## src/rtl/ssds_pkg.sv

```systemverilog
// ---------------------------------------------------------------------------
// ssds_pkg
//   Shared types and pin-polarity helpers for the seven-segment scan
//   controller.
//   - ssds_state_e : scan FSM state encoding (BLANK, SHOW)
//   - SEG_BLANK    : "nothing lit" segment pattern in lit-form (1 = lit)
//   - seg_on/off   : convert a lit-form segment pattern to pin levels
//   - pin_on       : convert a single lit-form bit (dp, anode) to a pin level
// ---------------------------------------------------------------------------
package ssds_pkg;

    typedef enum logic [0:0] {
        ST_BLANK = 1'b0,
        ST_SHOW  = 1'b1
    } ssds_state_e;

    // Segment order everywhere is {g,f,e,d,c,b,a}, 1 = segment lit.
    localparam logic [6:0] SEG_BLANK = 7'h00;

    function automatic logic [6:0] seg_on(input logic [6:0] lit, input logic active_low);
        return active_low ? ~lit : lit;
    endfunction

    function automatic logic [6:0] seg_off(input logic active_low);
        return seg_on(SEG_BLANK, active_low);
    endfunction

    function automatic logic pin_on(input logic lit, input logic active_low);
        return lit ^ active_low;
    endfunction

endpackage

```

## src/rtl/ssds_digit_mapper.sv

```systemverilog
// ---------------------------------------------------------------------------
// ssds_digit_mapper
//   Combinational hex-to-seven-segment decoder. Output is lit-form
//   (1 = segment on); pin polarity is applied by the caller.
//   Ports:
//     i_nibble [3:0] : hex digit 0..F
//     o_seg    [6:0] : segments {g,f,e,d,c,b,a}, 1 = lit
// ---------------------------------------------------------------------------
module ssds_digit_mapper (
    input  logic [3:0] i_nibble,
    output logic [6:0] o_seg
);

    always_comb begin
        o_seg = 7'h00;
        case (i_nibble)
            4'h0: o_seg = 7'h3F;
            4'h1: o_seg = 7'h06;
            4'h2: o_seg = 7'h5B;
            4'h3: o_seg = 7'h4F;
            4'h4: o_seg = 7'h66;
            4'h5: o_seg = 7'h6D;
            4'h6: o_seg = 7'h7D;
            4'h7: o_seg = 7'h07;
            4'h8: o_seg = 7'h7F;
            4'h9: o_seg = 7'h6F;
            4'hA: o_seg = 7'h77;
            4'hB: o_seg = 7'h7C;   // lower-case b
            4'hC: o_seg = 7'h39;
            4'hD: o_seg = 7'h5E;   // lower-case d
            4'hE: o_seg = 7'h79;
            4'hF: o_seg = 7'h71;
            default: o_seg = 7'h00;
        endcase
    end

endmodule

```

## src/rtl/ssds_scan_controller.sv

```systemverilog
// ---------------------------------------------------------------------------
// ssds_scan_controller
//   Time-multiplexes DIGITS seven-segment digits onto one shared segment
//   bus. Each digit slot is BLANK_CYCLES of all-dark followed by
//   DWELL_CYCLES of that digit driven. Host writes land in a pending
//   buffer and are copied to the active buffer only at the frame boundary
//   (end of the last digit's SHOW), so a frame never mixes old/new data.
//
//   Ports:
//     clk, rst_n          : clock, asynchronous active-low reset
//     value[4*DIGITS-1:0] : hex nibbles, nibble i drives digit i
//     dots[DIGITS-1:0]    : decimal point per digit
//     digit_en[DIGITS-1:0]: 1 = digit lit in its slot, 0 = slot stays dark
//     load                : capture value/dots/digit_en into pending buffer
//     pending             : pending buffer holds data not yet applied
//     frame_start         : one-cycle pulse, aligned with the pins, on the
//                           first BLANK cycle of digit 0
//     segments[6:0]       : {g,f,e,d,c,b,a} pins, polarity SEG_ACTIVE_LOW
//     dp                  : decimal point pin, polarity SEG_ACTIVE_LOW
//     anodes[DIGITS-1:0]  : digit select pins, polarity AN_ACTIVE_LOW
//     dbg_state           : current scan FSM state (observation only)
// ---------------------------------------------------------------------------
module ssds_scan_controller
    import ssds_pkg::*;
#(
    parameter int DIGITS         = 4,
    parameter int DWELL_CYCLES   = 50000,
    parameter int BLANK_CYCLES   = 500,
    parameter int SEG_ACTIVE_LOW = 1,
    parameter int AN_ACTIVE_LOW  = 1
) (
    input  logic                  clk,
    input  logic                  rst_n,
    input  logic [4*DIGITS-1:0]   value,
    input  logic [DIGITS-1:0]     dots,
    input  logic [DIGITS-1:0]     digit_en,
    input  logic                  load,
    output logic                  pending,
    output logic                  frame_start,
    output logic [6:0]            segments,
    output logic                  dp,
    output logic [DIGITS-1:0]     anodes,
    output ssds_state_e           dbg_state
);

    localparam int TMAX = (DWELL_CYCLES > BLANK_CYCLES) ? DWELL_CYCLES : BLANK_CYCLES;
    localparam int TW   = $clog2(TMAX + 1);
    localparam int IW   = (DIGITS > 1) ? $clog2(DIGITS) : 1;

    localparam logic [0:0] S_BLANK = ST_BLANK;
    localparam logic [0:0] S_SHOW  = ST_SHOW;

    localparam logic SEG_AL = (SEG_ACTIVE_LOW != 0);
    localparam logic AN_AL  = (AN_ACTIVE_LOW != 0);

    localparam logic [DIGITS-1:0] AN_OFF = AN_AL ? {DIGITS{1'b1}} : {DIGITS{1'b0}};

    // Scan FSM
    logic [0:0]          r_state;
    logic [IW-1:0]       r_idx;
    logic [TW-1:0]       r_timer;

    // Double buffers
    logic [4*DIGITS-1:0] r_act_value;
    logic [DIGITS-1:0]   r_act_dots;
    logic [DIGITS-1:0]   r_act_en;
    logic [4*DIGITS-1:0] r_pend_value;
    logic [DIGITS-1:0]   r_pend_dots;
    logic [DIGITS-1:0]   r_pend_en;
    logic                r_pending;

    // Registered pins
    logic [6:0]          r_segments;
    logic                r_dp;
    logic [DIGITS-1:0]   r_anodes;
    logic                r_frame_start;

    logic                w_blank_done;
    logic                w_show_done;
    logic                w_last_idx;
    logic                w_frame_edge;
    logic                w_lit;
    logic [3:0]          w_nibble;
    logic [6:0]          w_seg_raw;
    logic [DIGITS-1:0]   w_onehot;

    assign w_blank_done = (r_state == S_BLANK) && (r_timer == TW'(BLANK_CYCLES - 1));
    assign w_show_done  = (r_state == S_SHOW)  && (r_timer == TW'(DWELL_CYCLES - 1));
    assign w_last_idx   = (r_idx == IW'(DIGITS - 1));
    assign w_frame_edge = w_show_done && w_last_idx;

    // A disabled digit keeps its slot timing but drives nothing at all,
    // so segments and dp stay dark too, not only its anode.
    assign w_lit    = (r_state == S_SHOW) && r_act_en[r_idx];
    assign w_nibble = r_act_value[{r_idx, 2'b00} +: 4];
    assign w_onehot = {{(DIGITS-1){1'b0}}, 1'b1} << r_idx;

    ssds_digit_mapper u_mapper (
        .i_nibble (w_nibble),
        .o_seg    (w_seg_raw)
    );

    // Scan sequencing: timer counts 0..N-1 inside a state and clears on
    // every transition; idx advances when leaving SHOW.
    always_ff @(posedge clk or negedge rst_n) begin
        if (!rst_n) begin
            r_state <= S_BLANK;
            r_idx   <= '0;
            r_timer <= '0;
        end else begin
            case (r_state)
                S_BLANK: begin
                    if (w_blank_done) begin
                        r_state <= S_SHOW;
                        r_timer <= '0;
                    end else begin
                        r_timer <= r_timer + TW'(1);
                    end
                end
                S_SHOW: begin
                    if (w_show_done) begin
                        r_state <= S_BLANK;
                        r_timer <= '0;
                        r_idx   <= w_last_idx ? '0 : r_idx + IW'(1);
                    end else begin
                        r_timer <= r_timer + TW'(1);
                    end
                end
                default: begin
                    r_state <= S_BLANK;
                    r_timer <= '0;
                end
            endcase
        end
    end

    // Buffers. When load and the frame-boundary apply coincide, the apply
    // uses the old pending contents (non-blocking read) while the new
    // capture refills the pending buffer, so pending stays set.
    always_ff @(posedge clk or negedge rst_n) begin
        if (!rst_n) begin
            r_act_value  <= '0;
            r_act_dots   <= '0;
            r_act_en     <= '0;
            r_pend_value <= '0;
            r_pend_dots  <= '0;
            r_pend_en    <= '0;
            r_pending    <= 1'b0;
        end else begin
            if (load) begin
                r_pend_value <= value;
                r_pend_dots  <= dots;
                r_pend_en    <= digit_en;
            end
            if (w_frame_edge && r_pending) begin
                r_act_value <= r_pend_value;
                r_act_dots  <= r_pend_dots;
                r_act_en    <= r_pend_en;
            end
            if (load) begin
                r_pending <= 1'b1;
            end else if (w_frame_edge) begin
                r_pending <= 1'b0;
            end
        end
    end

    // Pin registers: computed from the current state/idx so every pin
    // (and frame_start) moves on the same edge, one cycle behind the FSM.
    always_ff @(posedge clk or negedge rst_n) begin
        if (!rst_n) begin
            r_segments    <= seg_off(SEG_AL);
            r_dp          <= pin_on(1'b0, SEG_AL);
            r_anodes      <= AN_OFF;
            r_frame_start <= 1'b0;
        end else begin
            r_segments    <= seg_on(w_lit ? w_seg_raw : SEG_BLANK, SEG_AL);
            r_dp          <= pin_on(w_lit & r_act_dots[r_idx], SEG_AL);
            r_anodes      <= w_lit ? (w_onehot ^ AN_OFF) : AN_OFF;
            r_frame_start <= (r_state == S_BLANK) && (r_idx == '0) && (r_timer == '0);
        end
    end

    assign segments    = r_segments;
    assign dp          = r_dp;
    assign anodes      = r_anodes;
    assign frame_start = r_frame_start;
    assign pending     = r_pending;
    assign dbg_state   = ssds_state_e'(r_state);

endmodule
```

## config.mk

```make
export PLATFORM = sky130hd
export DESIGN_NAME = ssds_scan_controller
export DESIGN_NICKNAME = d
export VERILOG_FILES = /design/src/rtl/ssds_pkg.sv /design/src/rtl/ssds_digit_mapper.sv /design/src/rtl/ssds_scan_controller.sv
export SDC_FILE = /design/constraint.sdc
export NUM_CORES = 1
export LEC_CHECK = 0
export ABC_AREA = 1
export CAP_MARGIN = 15
export CELL_PAD_IN_SITES_DETAIL_PLACEMENT = 2
export CELL_PAD_IN_SITES_GLOBAL_PLACEMENT = 2
export CORE_MARGIN = 5
export CORE_UTILIZATION = 31
export DETAILED_ROUTE_END_ITERATION = 16
export HOLD_SLACK_MARGIN = 0.06
export PLACE_DENSITY = 0.73
export SLEW_MARGIN = 10
export SYNTH_ARGS = -nofsm -noshare
export SYNTH_HDL_FRONTEND = slang
export SYNTH_SLANG_ARGS = --single-unit
```

## constraint.sdc

```tcl
create_clock -name clk -period 1.5 [get_ports clk]
set_input_delay 0.3 -clock clk [delete_from_list [all_inputs] [get_ports clk]]
set_output_delay 0.3 -clock clk [all_outputs]
set_load 0.03 [all_outputs]
```

Word-level counts from Yosys, hierarchy flattened
Memory sizes are Yosys's and may differ from the RTL's.
Cells that the tools add are included.
{"block": "op_classes", "reduce_logical": 11, "n_eq_ne": 3, "shift": 2, "n_lt_le_gt_ge": 1, "bitwise": 5, "addsub": 2, "mux": 15}
{"operator": "$mux W16", "count": 2}
{"operator": "$pmux W16 S2", "count": 1}
{"operator": "$add A16 B1 Y16 const B", "count": 1}
{"operator": "$eq A16 B16 Y1 const B", "count": 1}
{"operator": "$eq A16 B9 Y1 const B", "count": 1}
{"operator": "$logic_not A16 Y1", "count": 1}
{"operator": "$shiftx A16 B5 Y4", "count": 1}
{"operator": "$logic_and A1 B1 Y1", "count": 7}
{"operator": "$mux W7", "count": 1}
{"operator": "$not A7 Y7", "count": 1}
{"operator": "$mux W1", "count": 6}
{"operator": "$bmux W1 S2", "count": 2}
{"operator": "$mux W4", "count": 1}
{"operator": "$not A4 Y4", "count": 1}
{"operator": "$shl A1 B2 Y4 const A", "count": 1}
{"operator": "$lt A2 B3 Y1 const B", "count": 1}
{"operator": "$add A2 B1 Y2 const B", "count": 1}
{"operator": "$eq A2 B2 Y1 const B", "count": 1}
{"operator": "$logic_not A2 Y1", "count": 1}
{"operator": "$mux W2", "count": 1}
{"operator": "$not A1 Y1", "count": 2}
{"operator": "$pmux W1 S2", "count": 1}
{"operator": "$reduce_and A2 Y1", "count": 1}
{"operator": "$reduce_bool A2 Y1", "count": 1}
{"operator": "$and A1 B1 Y1", "count": 1}
{"block": "word_totals", "output_inout_bits": 15, "n_memories": 1, "mem_bits_ro": 112, "regBits": 81}
{"memory": "(name not given)", "depth": 16, "width": 7, "read_ports": 1, "rd_ports_with_merged_regs": 0, "write_ports": 0, "line": "ssds_digit_mapper.sv:16", "rtl": "case (i_nibble)"}

Logic depth before layout (Yosys ltp)
{"block": "depth", "ltp_word": 5, "mapped_depth": 11, "ltp_nobuf": 10}

Modules after synthesis
Synthesis repeated with hierarchy kept, for this count alone.
{"block": "unflattened", "hier_cells": 484, "area_unflattened_um2": 4010.1}
{"module": "ssds_scan_controller", "n_inst": 1, "area_per_inst_um2": 3733.6, "seq_area_each_um2": 2042.0, "cells_each": 432}
{"module": "ssds_digit_mapper", "n_inst": 1, "area_per_inst_um2": 276.5, "seq_area_each_um2": 0.0, "cells_each": 52}

Least setup slack after synthesis
Ideal clock, no wire load.
{"block": "synth_timing", "path_type": "reg2reg", "start": "register r_idx[0]", "end": "register r_segments[0], in the netlist segments[0]", "path_stages_with_launch": 12, "path_slack_ns": -0.119, "n_path_buf": 1, "arrival_ns": 1.555, "period_less_slack_ns": 1.619, "t_required_ns": 1.436, "path_cell_list": "dfrtp_1 inv_2 buf_2 nand2_1 nand3_1 nand2_1 inv_1 ha_1 inv_1 o21ai_0 nand2_1 nand3_1"}
{"block": "synth_between", "elab_chain_cells": 5, "word_cells_on_any_way": 7, "classes_between": "shift: 1; mux: 3; bitwise: 1; reduce/logical: 1; memory: 1"}
{"item": "from (decl)", "line": "ssds_scan_controller.sv:60", "rtl": "logic [IW-1:0] r_idx;"}
{"item": "from (signal assigned)", "line": "ssds_scan_controller.sv:124", "rtl": "r_idx <= w_last_idx ? '0 : r_idx + IW'(1);"}
{"item": "branches (longest 3 deep; another with $mem_v2 Z16 W7)"}
{"item": "$mux W7 (*)", "line": "ssds_scan_controller.sv:177", "rtl": "r_segments <= seg_on(w_lit ? w_seg_raw : SEG_BLANK, SEG_AL);"}
{"item": "$not A7 Y7 (*)", "line": "ssds_pkg.sv:21", "rtl": "return active_low ? ~lit : lit;"}
{"item": "to (signal assigned)", "line": "ssds_scan_controller.sv:172", "rtl": "r_segments <= seg_off(SEG_AL);"}
{"item": "to (signal assigned)", "line": "ssds_scan_controller.sv:177"}
{"item": "to (decl)", "line": "ssds_scan_controller.sv:73", "rtl": "logic [6:0] r_segments;"}
Mark *: on every way between the ends. The select of a mux whose other input is x is not followed.
A chain may end at the register's enable or synchronous reset.

Final worst setup path
{"block": "layout_timing", "start": "register r_timer[11]", "end": "register r_act_en[1]"}
{"block": "layout_between", "elab_chain_cells": 4}
{"item": "from (decl)", "line": "ssds_scan_controller.sv:61", "rtl": "logic [TW-1:0] r_timer;"}
{"item": "from (signal assigned)", "line": "ssds_scan_controller.sv:117", "rtl": "r_timer <= r_timer + TW'(1);"}
{"item": "from (signal assigned)", "line": "ssds_scan_controller.sv:126", "rtl": "r_timer <= r_timer + TW'(1);"}
{"item": "$eq A16 B16 Y1", "line": "ssds_scan_controller.sv:88", "rtl": "assign w_show_done = (r_state == S_SHOW) && (r_timer == TW'(DWELL_CYCLES - 1));"}
{"item": "$logic_and A1 B1 Y1", "line": "ssds_scan_controller.sv:88"}
{"item": "$logic_and A1 B1 Y1", "line": "ssds_scan_controller.sv:90", "rtl": "assign w_frame_edge = w_show_done && w_last_idx;"}
{"item": "$logic_and A1 B1 Y1", "line": "ssds_scan_controller.sv:155", "rtl": "if (w_frame_edge && r_pending) begin"}
{"item": "to (signal assigned)", "line": "ssds_scan_controller.sv:158", "rtl": "r_act_en <= r_pend_en;"}
{"item": "to (decl)", "line": "ssds_scan_controller.sv:66", "rtl": "logic [DIGITS-1:0] r_act_en;"}
No other way between the ends.

==> run metrics <==
status finished with violations; failing checks negative setup slack; DP HPWL a little under 9000 um; arrival time of the worst setup path roughly 2.0 ns; remaining antenna violation count 0; clk slew on worst S/H paths ~0.070 ns; Area growth, synth to finish 51.0%; WL per Instance ~20 um; final wirelength between 15000 and 20000 um; Final Cycle Share 1.12; Max Clock Skew 0.00954 ns; Synth Warn # 0; initial DRC count 145; GRT met2 Usage 0.303; combinational power share 0.046; Crit Path Max Fanout 6; cell leakage power ~2.8 nW; met1 GRT Util 0.220; Post-Synthesis Cell Area 3970 um^2; initial antenna violation count 0; EDFF count, synth 0; Seq/Total Area, Yosys 0.515; Residual DRC 0; CTS Buf Count 9; DIE HEIGHT 123 um; num ports between 40 and 50; startpoint types flop; WS Path Type flop to flop; Max Clock Freq approximately 600 MHz; Most used DFF post-synth dfrtp_1; Total GRT Usage 0.177; Pre-antenna DRT Iters 4; Die W approximately 120 um; Core Util, Final 0.477; Final Setup Violations 40; first-pass GRT wire length around 21000 um; layout cell share with drive strength beyond 1 0.415; # rows 41; detailed-route vias per instance 4.76; FFs w/ async S/R, synth 1.00; CTS Root Cell clkbuf_16; full die area 15200 um^2; min Tclk post-route 1.69 ns; unique cell type count in the Yosys netlist 29; CTS tree built; PortBufs slightly above 40; grt ovf 0; vias in the first global route roughly 4000; CP Capture Type flop; Flop pwr share 0.496; RSZ-0062 raised after global routing yes; Worst-Skew Late Latency 0.35 ns; synthesized net count slightly above 500; cell area power density between 700 and 800 nW/um^2; Hold Worst Slack around 0.36 ns; Int Pwr roughly 3.5 mW; # diodes 0; CTS Sinks approximately 80; largest net degree at the start of global routing 50; Pins Over Slew Limit 0; type of the worst min-delay path input port to async pin; Relative slew margins 0.757; GP Congestion 0.817; switch share 0.234; Initial Utilization 0.316; max cap viols 0; pre-CTS WS -0.137 ns; layout net count between 600 and 700; Critical Path RT 1.79 ns; routed via count 3638; Net Sw Power approximately 1.1 mW; Worst-Margin Slew approximately 0.36 ns; final worst-path setup slack -0.185 ns; Mean Syn Cell Area 8.29 um^2; Clock Power Share 0.458; Max H-tree Level 3; Fin. Hold Viols 0; #FFs+latches synth just over 80; clock buffer depth 2; GRT busiest layer met2; core footprint about 13000 um^2; grt met3 use 0.0430; Syn Inst Count around 480; VDD IR max between 600 and 700 uV
[repair_timing]
item,in CTS,in global routing
hold buffers,1,0
endpoints found under the setup margin,50,52
hold endpoints to repair,12,0
pin swaps,14,29
buffers inserted,13,10
gates cloned,3,4
gates resized for setup,53,113
[worst max-delay path, stage by stage, from the launching register on]
cell,delay [ns]
dfrtp_1,0.40
nor2_2,0.19
nand2_2,0.11
buf_6,0.13
nor2_4,0.10
nand3_4,0.11
nor2_4,0.22
buf_6,0.17
nand3_1,0.10
nand2_1,0.09
[synth_stat cells (all sizes together), types with 6 or more instances]
cell / n / share of area
nand3: 53 / 0.074
dfrtp: 69 / 0.44
inv: 36 / 0.034
nor2: 40 / 0.046
nand4: 6 / 0.013
xor2: 10 / 0.022
nor3: 8 / 0.010
buf: 10 / 0.022
o21ai: 11 / 0.014
dfstp: 12 / 0.079
ha: 12 / 0.038
nand2: 195 / 0.19
[through the flow]
step	instance area (um^2)	power, mW	setup TNS [ns]	cells
after global placement	4830	2.52	-0.668	718
after global routing	5990	4.77	-7.44	765
after floorplan	3990	2.37	0	479
after CTS	5410	4.63	-1.57	751
after detailed placement	4830	2.54	-2.48	718
final	5990	4.60	-4.63	765
[power groups by stage]
stage,registers [mW],logic (mW),clock network [mW]
3_5_place_dp,2.32,0.218,0
4_1_cts,2.28,0.221,2.14
3_3_place_gp,2.31,0.209,0
5_1_grt,2.29,0.243,2.24
2_1_floorplan,2.31,0.0661,0
6_report,2.28,0.212,2.10
[kinds of logic after synthesis]
group                      after synthesis  synth area share
buffers and inverters                   51            0.0605
and+or+nand+nor                        308             0.342
AOI/OAI and AO/OA                       16            0.0211
xor gates and xnor gates                11            0.0243
adders and majority gates               12            0.0378
DFF                                     81             0.515
[layer usage]
| layer | part of all wire | routed length [um] | vias up |
|---|---|---|---|
| met1 | 0.40 | 6130 | 1823 |
| met5 | 0 | 0 | - |
| li1 | - | - | 1722 |
| met4 | 0.025 | 386 | 0 |
| met2 | 0.55 | 8440 | 66 |
| met3 | 0.028 | 425 | 27 |
[layout make-up]
cell class | instances | area, um^2
well taps | 172 | 215
clock buffers | 12 | 246
flip-flops and latches | 81 | 2050
inverters | 36 | 159
multi-input cells | 348 | 2200
repair buffers | 110 | 1090
repair inverters | 2 | 15.0
fillers | 1347 | 6570
clock inverters | 4 | 28.8
[flip-flops by register name, summed over array words and instances, names as in the netlist]
name / cells
dp: 1
r_pend_en: 4
r_timer: 16
pending: 1
r_idx: 2
r_pend_dots: 4
r_act_value: 16
segments: 7
r_pend_value: 16
anodes: 4
r_act_dots: 4
r_act_en: 4
dbg_state: 1
frame_start: 1
[layout by cell type, fill, tap and decap left out, drive strengths merged]
cell type	instances
or2	3
ha	12
dfrtp	69
clkinvlp	5
inv	36
nand3b	1
buf	79
clkdlybuf4s15	1
o22ai	1
nor3	8
xor2	10
dfstp	12
o211ai	1
dlygate4sd3	1
a21oi	3
clkdlybuf4s50	25
nand2	196
clkbuf	15
dlygate4sd2	1
clkinv	1
nand4	6
xnor2	1
nand3	53
o21ai	11
nor2	40
nor3b	2
[final timing paths]
path,start,end,slack (ns),cells past startpoint
max,r_timer[11],r_act_en[1],-0.19,9
min,rst_n,r_idx[1],0.36,2
max reg2reg,r_timer[11],r_act_en[1],-0.19,9
min reg2reg,r_pend_value[2],r_pend_value[2],0.47,2
max in group asynchronous,rst_n,segments[5],0.54,3
min in group clk,r_pend_value[2],r_pend_value[2],0.47,2
No activity file was read; power rests on OpenSTA's default activity.
